## src/rtl/ci_pkg.sv

```systemverilog
// ci_pkg: shared definitions for the custom-instruction sequencer.
//   CI_W       : data width of the CI operand/result path (IEEE-754 single)
//   NAN_VAL    : quiet NaN recorded for a transaction abandoned by timeout
//   ci_state_e : sequencer FSM states (encoding visible on the debug port)
package ci_pkg;

  localparam int CI_W = 32;
  localparam logic [CI_W-1:0] NAN_VAL = 32'h7FC0_0000;

  typedef enum logic [2:0] {
    ST_IDLE   = 3'd0,
    ST_ISSUE  = 3'd1,
    ST_WAIT   = 3'd2,
    ST_STORE  = 3'd3,
    ST_FINISH = 3'd4
  } ci_state_e;

endpackage

```

## src/rtl/ci_fifo.sv

```systemverilog
// ci_fifo: synchronous show-ahead FIFO.
//   clk, rst_n  : clock, asynchronous active-low reset
//   en          : advance enable; 0 freezes pointers and storage
//   clr         : empty the FIFO (wins over push/pop in the same cycle)
//   push/push_data : write request, ignored when full
//   pop         : read request, ignored when empty
//   head        : oldest entry, forced to 0 while empty
//   full/empty/count : occupancy status
// Pointers carry one extra MSB so full and empty are distinguishable when
// the index bits match.
module ci_fifo #(
  parameter int DATA_W = 32,
  parameter int DEPTH  = 16
) (
  input  logic                     clk,
  input  logic                     rst_n,
  input  logic                     en,
  input  logic                     clr,
  input  logic                     push,
  input  logic [DATA_W-1:0]        push_data,
  input  logic                     pop,
  output logic [DATA_W-1:0]        head,
  output logic                     full,
  output logic                     empty,
  output logic [$clog2(DEPTH):0]   count
);

  localparam int AW = $clog2(DEPTH);

  logic [DATA_W-1:0] mem_q [DEPTH];
  logic [AW:0]       wr_ptr_q, wr_ptr_d;
  logic [AW:0]       rd_ptr_q, rd_ptr_d;
  logic              do_push, do_pop;

  assign empty = (wr_ptr_q == rd_ptr_q);
  assign full  = (wr_ptr_q[AW] != rd_ptr_q[AW]) &&
                 (wr_ptr_q[AW-1:0] == rd_ptr_q[AW-1:0]);
  assign count = wr_ptr_q - rd_ptr_q;
  assign head  = empty ? '0 : mem_q[rd_ptr_q[AW-1:0]];

  always_comb begin
    do_push  = en && push && !full && !clr;
    do_pop   = en && pop && !empty && !clr;
    wr_ptr_d = wr_ptr_q;
    rd_ptr_d = rd_ptr_q;
    if (en && clr) begin
      wr_ptr_d = '0;
      rd_ptr_d = '0;
    end else begin
      if (do_push) wr_ptr_d = wr_ptr_q + 1'b1;
      if (do_pop)  rd_ptr_d = rd_ptr_q + 1'b1;
    end
  end

  always_ff @(posedge clk or negedge rst_n) begin
    if (!rst_n) begin
      wr_ptr_q <= '0;
      rd_ptr_q <= '0;
    end else begin
      wr_ptr_q <= wr_ptr_d;
      rd_ptr_q <= rd_ptr_d;
    end
  end

  // Storage needs no reset: head is masked to 0 whenever the FIFO is empty.
  always_ff @(posedge clk) begin
    if (do_push) mem_q[wr_ptr_q[AW-1:0]] <= push_data;
  end

endmodule

```

## src/rtl/ci_sequencer.sv

```systemverilog
// ci_sequencer: initiator side of the start/dataa -> done/result handshake.
// The host loads samples, pulses go, and the block issues each sample to the
// downstream unit in order, collecting results into a readable buffer.
//   clock, reset        : clock, asynchronous active-low reset
//   clk_en              : 0 freezes all state and holds all outputs
//   ld_valid/ld_data/ld_ready : sample load port
//   go                  : start sequencing all buffered samples (IDLE only)
//   busy, all_done, timeout_err : run status
//   ci_start/ci_dataa   : one-cycle start pulse and held operand
//   ci_done/ci_result   : downstream completion strobe and result
//   rd_en/rd_data/rd_valid : show-ahead result read port
//   dbg_state, dbg_sample_cnt, dbg_result_cnt : observability only
// Handshakes: a load transfers on a clock edge where clk_en & ld_valid &
// ld_ready; a read pops on an edge where clk_en & rd_en & rd_valid; ld_valid
// and rd_en may be held and do not depend on the ready/valid outputs.
module ci_sequencer
  import ci_pkg::*;
#(
  parameter int              DEPTH   = 16,
  parameter int              TIMEOUT = 255,
  parameter logic [CI_W-1:0] NAN_R   = NAN_VAL
) (
  input  logic                   clock,
  input  logic                   reset,
  input  logic                   clk_en,
  input  logic                   ld_valid,
  input  logic [CI_W-1:0]        ld_data,
  output logic                   ld_ready,
  input  logic                   go,
  output logic                   busy,
  output logic                   all_done,
  output logic                   timeout_err,
  output logic                   ci_start,
  output logic [CI_W-1:0]        ci_dataa,
  input  logic                   ci_done,
  input  logic [CI_W-1:0]        ci_result,
  input  logic                   rd_en,
  output logic [CI_W-1:0]        rd_data,
  output logic                   rd_valid,
  output logic [2:0]             dbg_state,
  output logic [$clog2(DEPTH):0] dbg_sample_cnt,
  output logic [$clog2(DEPTH):0] dbg_result_cnt
);

  localparam int CNT_W = (TIMEOUT < 2) ? 1 : $clog2(TIMEOUT + 1);

  ci_state_e         state_q, state_d;
  logic              ci_start_q, ci_start_d;
  logic [CI_W-1:0]   ci_dataa_q, ci_dataa_d;
  logic [CI_W-1:0]   cap_q, cap_d;
  logic [CNT_W-1:0]  cnt_q, cnt_d;
  logic              busy_q, busy_d;
  logic              all_done_q, all_done_d;
  logic              terr_q, terr_d;

  logic              ld_fire;
  logic              smp_pop, smp_full, smp_empty;
  logic [CI_W-1:0]   smp_head;
  logic              res_clr, res_push, res_full, res_empty;

  assign ld_ready    = (state_q == ST_IDLE) && !smp_full;
  assign ld_fire     = ld_valid && ld_ready;
  assign busy        = busy_q;
  assign all_done    = all_done_q;
  assign timeout_err = terr_q;
  assign ci_start    = ci_start_q;
  assign ci_dataa    = ci_dataa_q;
  assign rd_valid    = !res_empty;
  assign dbg_state   = state_q;

  ci_fifo #(.DATA_W(CI_W), .DEPTH(DEPTH)) u_sample_buf (
    .clk       (clock),
    .rst_n     (reset),
    .en        (clk_en),
    .clr       (1'b0),
    .push      (ld_fire),
    .push_data (ld_data),
    .pop       (smp_pop),
    .head      (smp_head),
    .full      (smp_full),
    .empty     (smp_empty),
    .count     (dbg_sample_cnt)
  );

  ci_fifo #(.DATA_W(CI_W), .DEPTH(DEPTH)) u_result_buf (
    .clk       (clock),
    .rst_n     (reset),
    .en        (clk_en),
    .clr       (res_clr),
    .push      (res_push),
    .push_data (cap_q),
    .pop       (rd_en),
    .head      (rd_data),
    .full      (res_full),
    .empty     (res_empty),
    .count     (dbg_result_cnt)
  );

  always_comb begin
    state_d    = state_q;
    ci_start_d = 1'b0;
    ci_dataa_d = ci_dataa_q;
    cap_d      = cap_q;
    cnt_d      = cnt_q;
    busy_d     = busy_q;
    all_done_d = 1'b0;
    terr_d     = terr_q;
    smp_pop    = 1'b0;
    res_clr    = 1'b0;
    res_push   = 1'b0;
    case (state_q)
      ST_IDLE: begin
        if (go) begin
          res_clr = 1'b1;
          terr_d  = 1'b0;
          busy_d  = 1'b1;
          // A load in the same cycle as go lands first, so it counts.
          state_d = (smp_empty && !ld_fire) ? ST_FINISH : ST_ISSUE;
        end
      end
      ST_ISSUE: begin
        smp_pop    = 1'b1;
        ci_dataa_d = smp_head;
        ci_start_d = 1'b1;
        cnt_d      = '0;
        state_d    = ST_WAIT;
      end
      ST_WAIT: begin
        // done takes priority over a timeout landing in the same cycle
        if (ci_done) begin
          cap_d   = ci_result;
          state_d = ST_STORE;
        end else if (cnt_q == CNT_W'(TIMEOUT)) begin
          cap_d   = NAN_R;
          terr_d  = 1'b1;
          state_d = ST_STORE;
        end else begin
          cnt_d = cnt_q + 1'b1;
        end
      end
      ST_STORE: begin
        // Result buffer is cleared at go and holds DEPTH entries, so the
        // full guard never blocks in practice.
        res_push = !res_full;
        state_d  = smp_empty ? ST_FINISH : ST_ISSUE;
      end
      ST_FINISH: begin
        all_done_d = 1'b1;
        busy_d     = 1'b0;
        state_d    = ST_IDLE;
      end
      default: state_d = ST_IDLE;
    endcase
  end

  always_ff @(posedge clock or negedge reset) begin
    if (!reset) begin
      state_q    <= ST_IDLE;
      ci_start_q <= 1'b0;
      ci_dataa_q <= '0;
      cap_q      <= '0;
      cnt_q      <= '0;
      busy_q     <= 1'b0;
      all_done_q <= 1'b0;
      terr_q     <= 1'b0;
    end else if (clk_en) begin
      state_q    <= state_d;
      ci_start_q <= ci_start_d;
      ci_dataa_q <= ci_dataa_d;
      cap_q      <= cap_d;
      cnt_q      <= cnt_d;
      busy_q     <= busy_d;
      all_done_q <= all_done_d;
      terr_q     <= terr_d;
    end
  end

endmodule

```

## config.mk

```make
export PLATFORM = sky130hd
export DESIGN_NAME = ci_sequencer
export DESIGN_NICKNAME = d
export VERILOG_FILES = /design/src/rtl/ci_pkg.sv /design/src/rtl/ci_fifo.sv /design/src/rtl/ci_sequencer.sv
export SDC_FILE = /design/constraint.sdc
export NUM_CORES = 1
export LEC_CHECK = 0
export BUFFER_PORTS_ARGS = -buffer_cell sky130_fd_sc_hd__buf_2
export CAP_MARGIN = 30
export CORE_MARGIN = 4
export CORE_UTILIZATION = 27
export DETAILED_ROUTE_END_ITERATION = 12
export SLEW_MARGIN = 20
export SYNTH_ARGS = -nofsm -noshare
export SYNTH_HDL_FRONTEND = slang
export SYNTH_SLANG_ARGS = --single-unit
export TNS_END_PERCENT = 20
```

## constraint.sdc

```tcl
create_clock -name clock -period 9.8 [get_ports clock]
set_input_delay 1.96 -clock clock [delete_from_list [all_inputs] [get_ports clock]]
set_output_delay 1.96 -clock clock [all_outputs]
set_load 0.02 [all_outputs]
```

==> metrics.md <==
| Metric | Value |
|---|---|
| Fin Hold WS | `492.5 ps` |
| CTS-repair resized insts | `0` |
| Total gr overflow | `0` |
| Run status | `completed` |
| Skew final | `32.93 ps` |
| Most frequent cells after synthesis | `edfxtp_1 (1024), mux4_2 (248), mux2i_1 (163)` |
| CTS sink count | `1123` |
| Ys flop type | `edfxtp_1` |
| Mapped Area | `43580 um^2` |
| Number of global-route vias before repair | `20.95k` |
| Final setup violation count | `0` |
| Cell taking the most area after synthesis | `edfxtp_1` |
| Mapped Avg Cell Area | `22.02 um^2` |
| Highest net fanout along the worst path | `57` |
| Worst setup margin | `3848 ps` |
| Hold_sp | `cnt_q[7]` |
| Top-area cell type share of the netlist area | `70.56%` |
| DIE AREA | `167900 um^2` |
| Via-to-Cell Ratio | `4.636` |
| Critical path type | `reg2out` |
| Final Power | `14.51 mW` |
| WL/cell | `23.35 um` |
| Actual slew at the worst max-slew pin | `986.6 ps` |
| Vias | `20.62k` |
| Drt drc | `0` |
| Sequential area share after synthesis | `76.25%` |
| Critical path endpoint category | `output port` |
| CP Launch Type | `flop` |
| Reg2reg end | `u_sample_buf.mem_q[13][21]` |
| Reg2Reg Setup Slack | `5970 ps` |
| CP required | `7840 ps` |
| Final WL | `103.8 mm` |
| Worst-skew pair later-pin latency | `720 ps` |
| GR peak layer | `met2` |
| Net count after synthesis | `2071` |
| Worst EP arrival | `3990 ps` |
| Total GRT Usage | `12.19%` |
| Fmax | `0.1680 GHz` |
| Port bufs | `153` |
| CTS clk-pin slew, worst paths | `70 ps` |
| Fillcell total | `15.17k` |
| Crit path cell chain | `buf_4 -> buf_4 -> mux4_2 -> mux2i_1 -> o22ai_1 -> buf_2` |
| Met3 GRT Util | `3.658%` |
| Largest net degree at the start of global routing | `116` |
| Mapped Cells | `1979` |
| Max stage delay on crit path | `790 ps` |
| Final Max Tran Viols | `0` |
| Drt initial violations | `2029` |
| Synthesis-stage register bit count | `1123` |
| P per Cell Area | `284.2 nW/um^2` |
| Slew Limit Headroom | `34.23%` |
| Area of the multi-input gates | `9771 um^2` |
| Synth top area cells | `edfxtp_1 (71%), mux4_2 (13%), dfrtp_1 (5.7%)` |
| Warnings, synthesis | `0` |
| R2R Path Start | `u_sample_buf.rd_ptr_q[1]` |
| CTS Buf Count | `106` |
| Crit. Startpoint | `u_result_buf.rd_ptr_q[1]` |
| Initial core utilization | `27.14%` |
| Setup TNS | `0 ps` |
| Post-CTS Setup Repair Bufs | `0` |
| Hold Buf Count CTS | `0` |
| DP Wirelength | `58.06 mm` |
| Final Hold Viols | `0` |
| Met1 usage in global routing | `16.63%` |
| Most frequent cell after synthesis | `edfxtp_1` |
| Area grow syn2layout | `17.19%` |
| Die Width | `409.7 um` |
| Final nets | `2280` |
| CTS H-tree lvls | `3` |
| Num ports | `154` |
| Cell Rows | `147` |
| Initial antenna violation count | `19` |
| Grt met2 use | `19.05%` |
| First-pass GRT wire length | `150.5 mm` |
| Share of layout cells above drive strength 1 | `30.19%` |
| Hold crit path type | `reg2reg` |
| CP dominant cell by count | `buf_4` |
| CTS tree | `built` |
| Clock Tree Root | `clkbuf_16` |
| Die height | `409.7 um` |
| Max IR drop VDD | `0.2449 mV` |
| Final worst path period share | `60.74%` |
| Worst R2R Path Depth | `9` |
| Critical-path top delay cell | `dfrtp_4` |
| WHS Path Cells | `1` |
| Hold Path End | `cnt_q[7]` |
| Number of max-cap violations | `0` |
| Leakage power | `17.13 nW` |
| CTS Buffer Depth | `3` |
| Synth unique cells | `61` |
| GPL Wtd Cong | `0.7659` |
| Async SR Flop Fraction | `8.816%` |
| First drt pass iteration count | `5` |
| RSZ-0062 raised after global routing | `false` |
| EDFF count, synth | `1024` |
| Post-route ant nets | `0` |
| Pre-CTS setup slack | `4439 ps` |
| Register area | `33240 um^2` |
| Final min period | `5952 ps` |
| Core area | `160600 um^2` |
-- routing by layer --
metal | part of all wire [%] | wire, um
met1 | 43 | 44640
met3 | 8.2 | 8518
met2 | 47 | 48360
met4 | 2.2 | 2258
met5 | 0.066 | 69
-- power by group --
part / total [mW] / internal, mW / leakage [nW] / switching (mW)
Sequential: 6.27 / 5.79 / 10.5 / 0.486
Clock: 4.46 / 2.65 / 1.89 / 1.81
Combinational: 3.78 / 1.64 / 4.76 / 2.14
Total: 14.5 / 10.1 / 17.1 / 4.45
-- stage by stage --
stage | instance area (um^2) | instances | util (%)
2_1_floorplan | 43580 | 1979 | -
3_3_place_gp | 46970 | 4228 | 29.25
3_5_place_dp | 47160 | 4238 | 29.37
4_1_cts | 50990 | 4437 | 31.76
5_1_grt | 51050 | 4439 | 31.79
6_report | 51070 | 4448 | 31.81
-- how the worst max path moves through the flow --
stage / to / slack, ps / cells past startpoint
6_report: rd_data[0] / 3850 / 6
5_1_grt: rd_data[0] / 3590 / 6
4_1_cts: rd_data[0] / 3600 / 6
3_5_place_dp: rd_data[0] / 4440 / 6
3_3_place_gp: rd_data[0] / 4470 / 6
2_1_floorplan: u_result_buf.mem_q[3][0] / 3310 / 4
-- cells in the final DEF (no fill, tap or decap), drive strengths merged, types with 19 or more instances in the layout --
cell,count
edfxtp,1024
mux4,256
buf,210
mux2i,163
clkbuf,135
dfrtp,99
a22o,55
clkinv,37
inv,36
o22ai,33
bufinv,20
nand2,20
ha,19
nor2,19
-- cell type report --
| class | count | share of cell area [%] |
|---|---|---|
| Tap cell | 2160 | 5.292 |
| Clock inverter | 64 | 1.791 |
| Sequential cell | 1123 | 65.09 |
| Inverter | 30 | 0.2303 |
| Timing Repair Buffer | 210 | 2.712 |
| Clock buffer | 135 | 5.704 |
| Multi-Input combinational cell | 717 | 19.13 |
| Antenna cell | 9 | 0.04410 |
-- worst max-delay path: cells and delay by family (launching register included) --
| kind | cells | cell delay [ps] |
|---|---|---|
| buffers and inverters | 3 | 1610 |
| flip-flops | 1 | 790 |
| multiplexers | 2 | 430 |
| AO/OA/AOI/OAI | 1 | 330 |
-- registers in the layout (all words and copies together) (netlist names) --
signal,flops
ci_start,1
busy,1
u_result_buf.rd_ptr_q,5
u_result_buf.mem_q,512
u_sample_buf.rd_ptr_q,5
ci_dataa,32
u_result_buf.wr_ptr_q,5
cnt_q,8
dbg_state,3
timeout_err,1
u_sample_buf.wr_ptr_q,5
u_sample_buf.mem_q,512
cap_q,32
all_done,1
-- cells by family after synthesis --
family,synth area share [%]
muxes,17.07
adders and majority gates,0.6374
buffers and inverters,1.571
DFF,76.25
xor gates and xnor gates,0.4795
and+or+nand+nor,1.421
AOI/OAI and AO/OA,2.575
No activity file was read; power rests on OpenSTA's default activity.
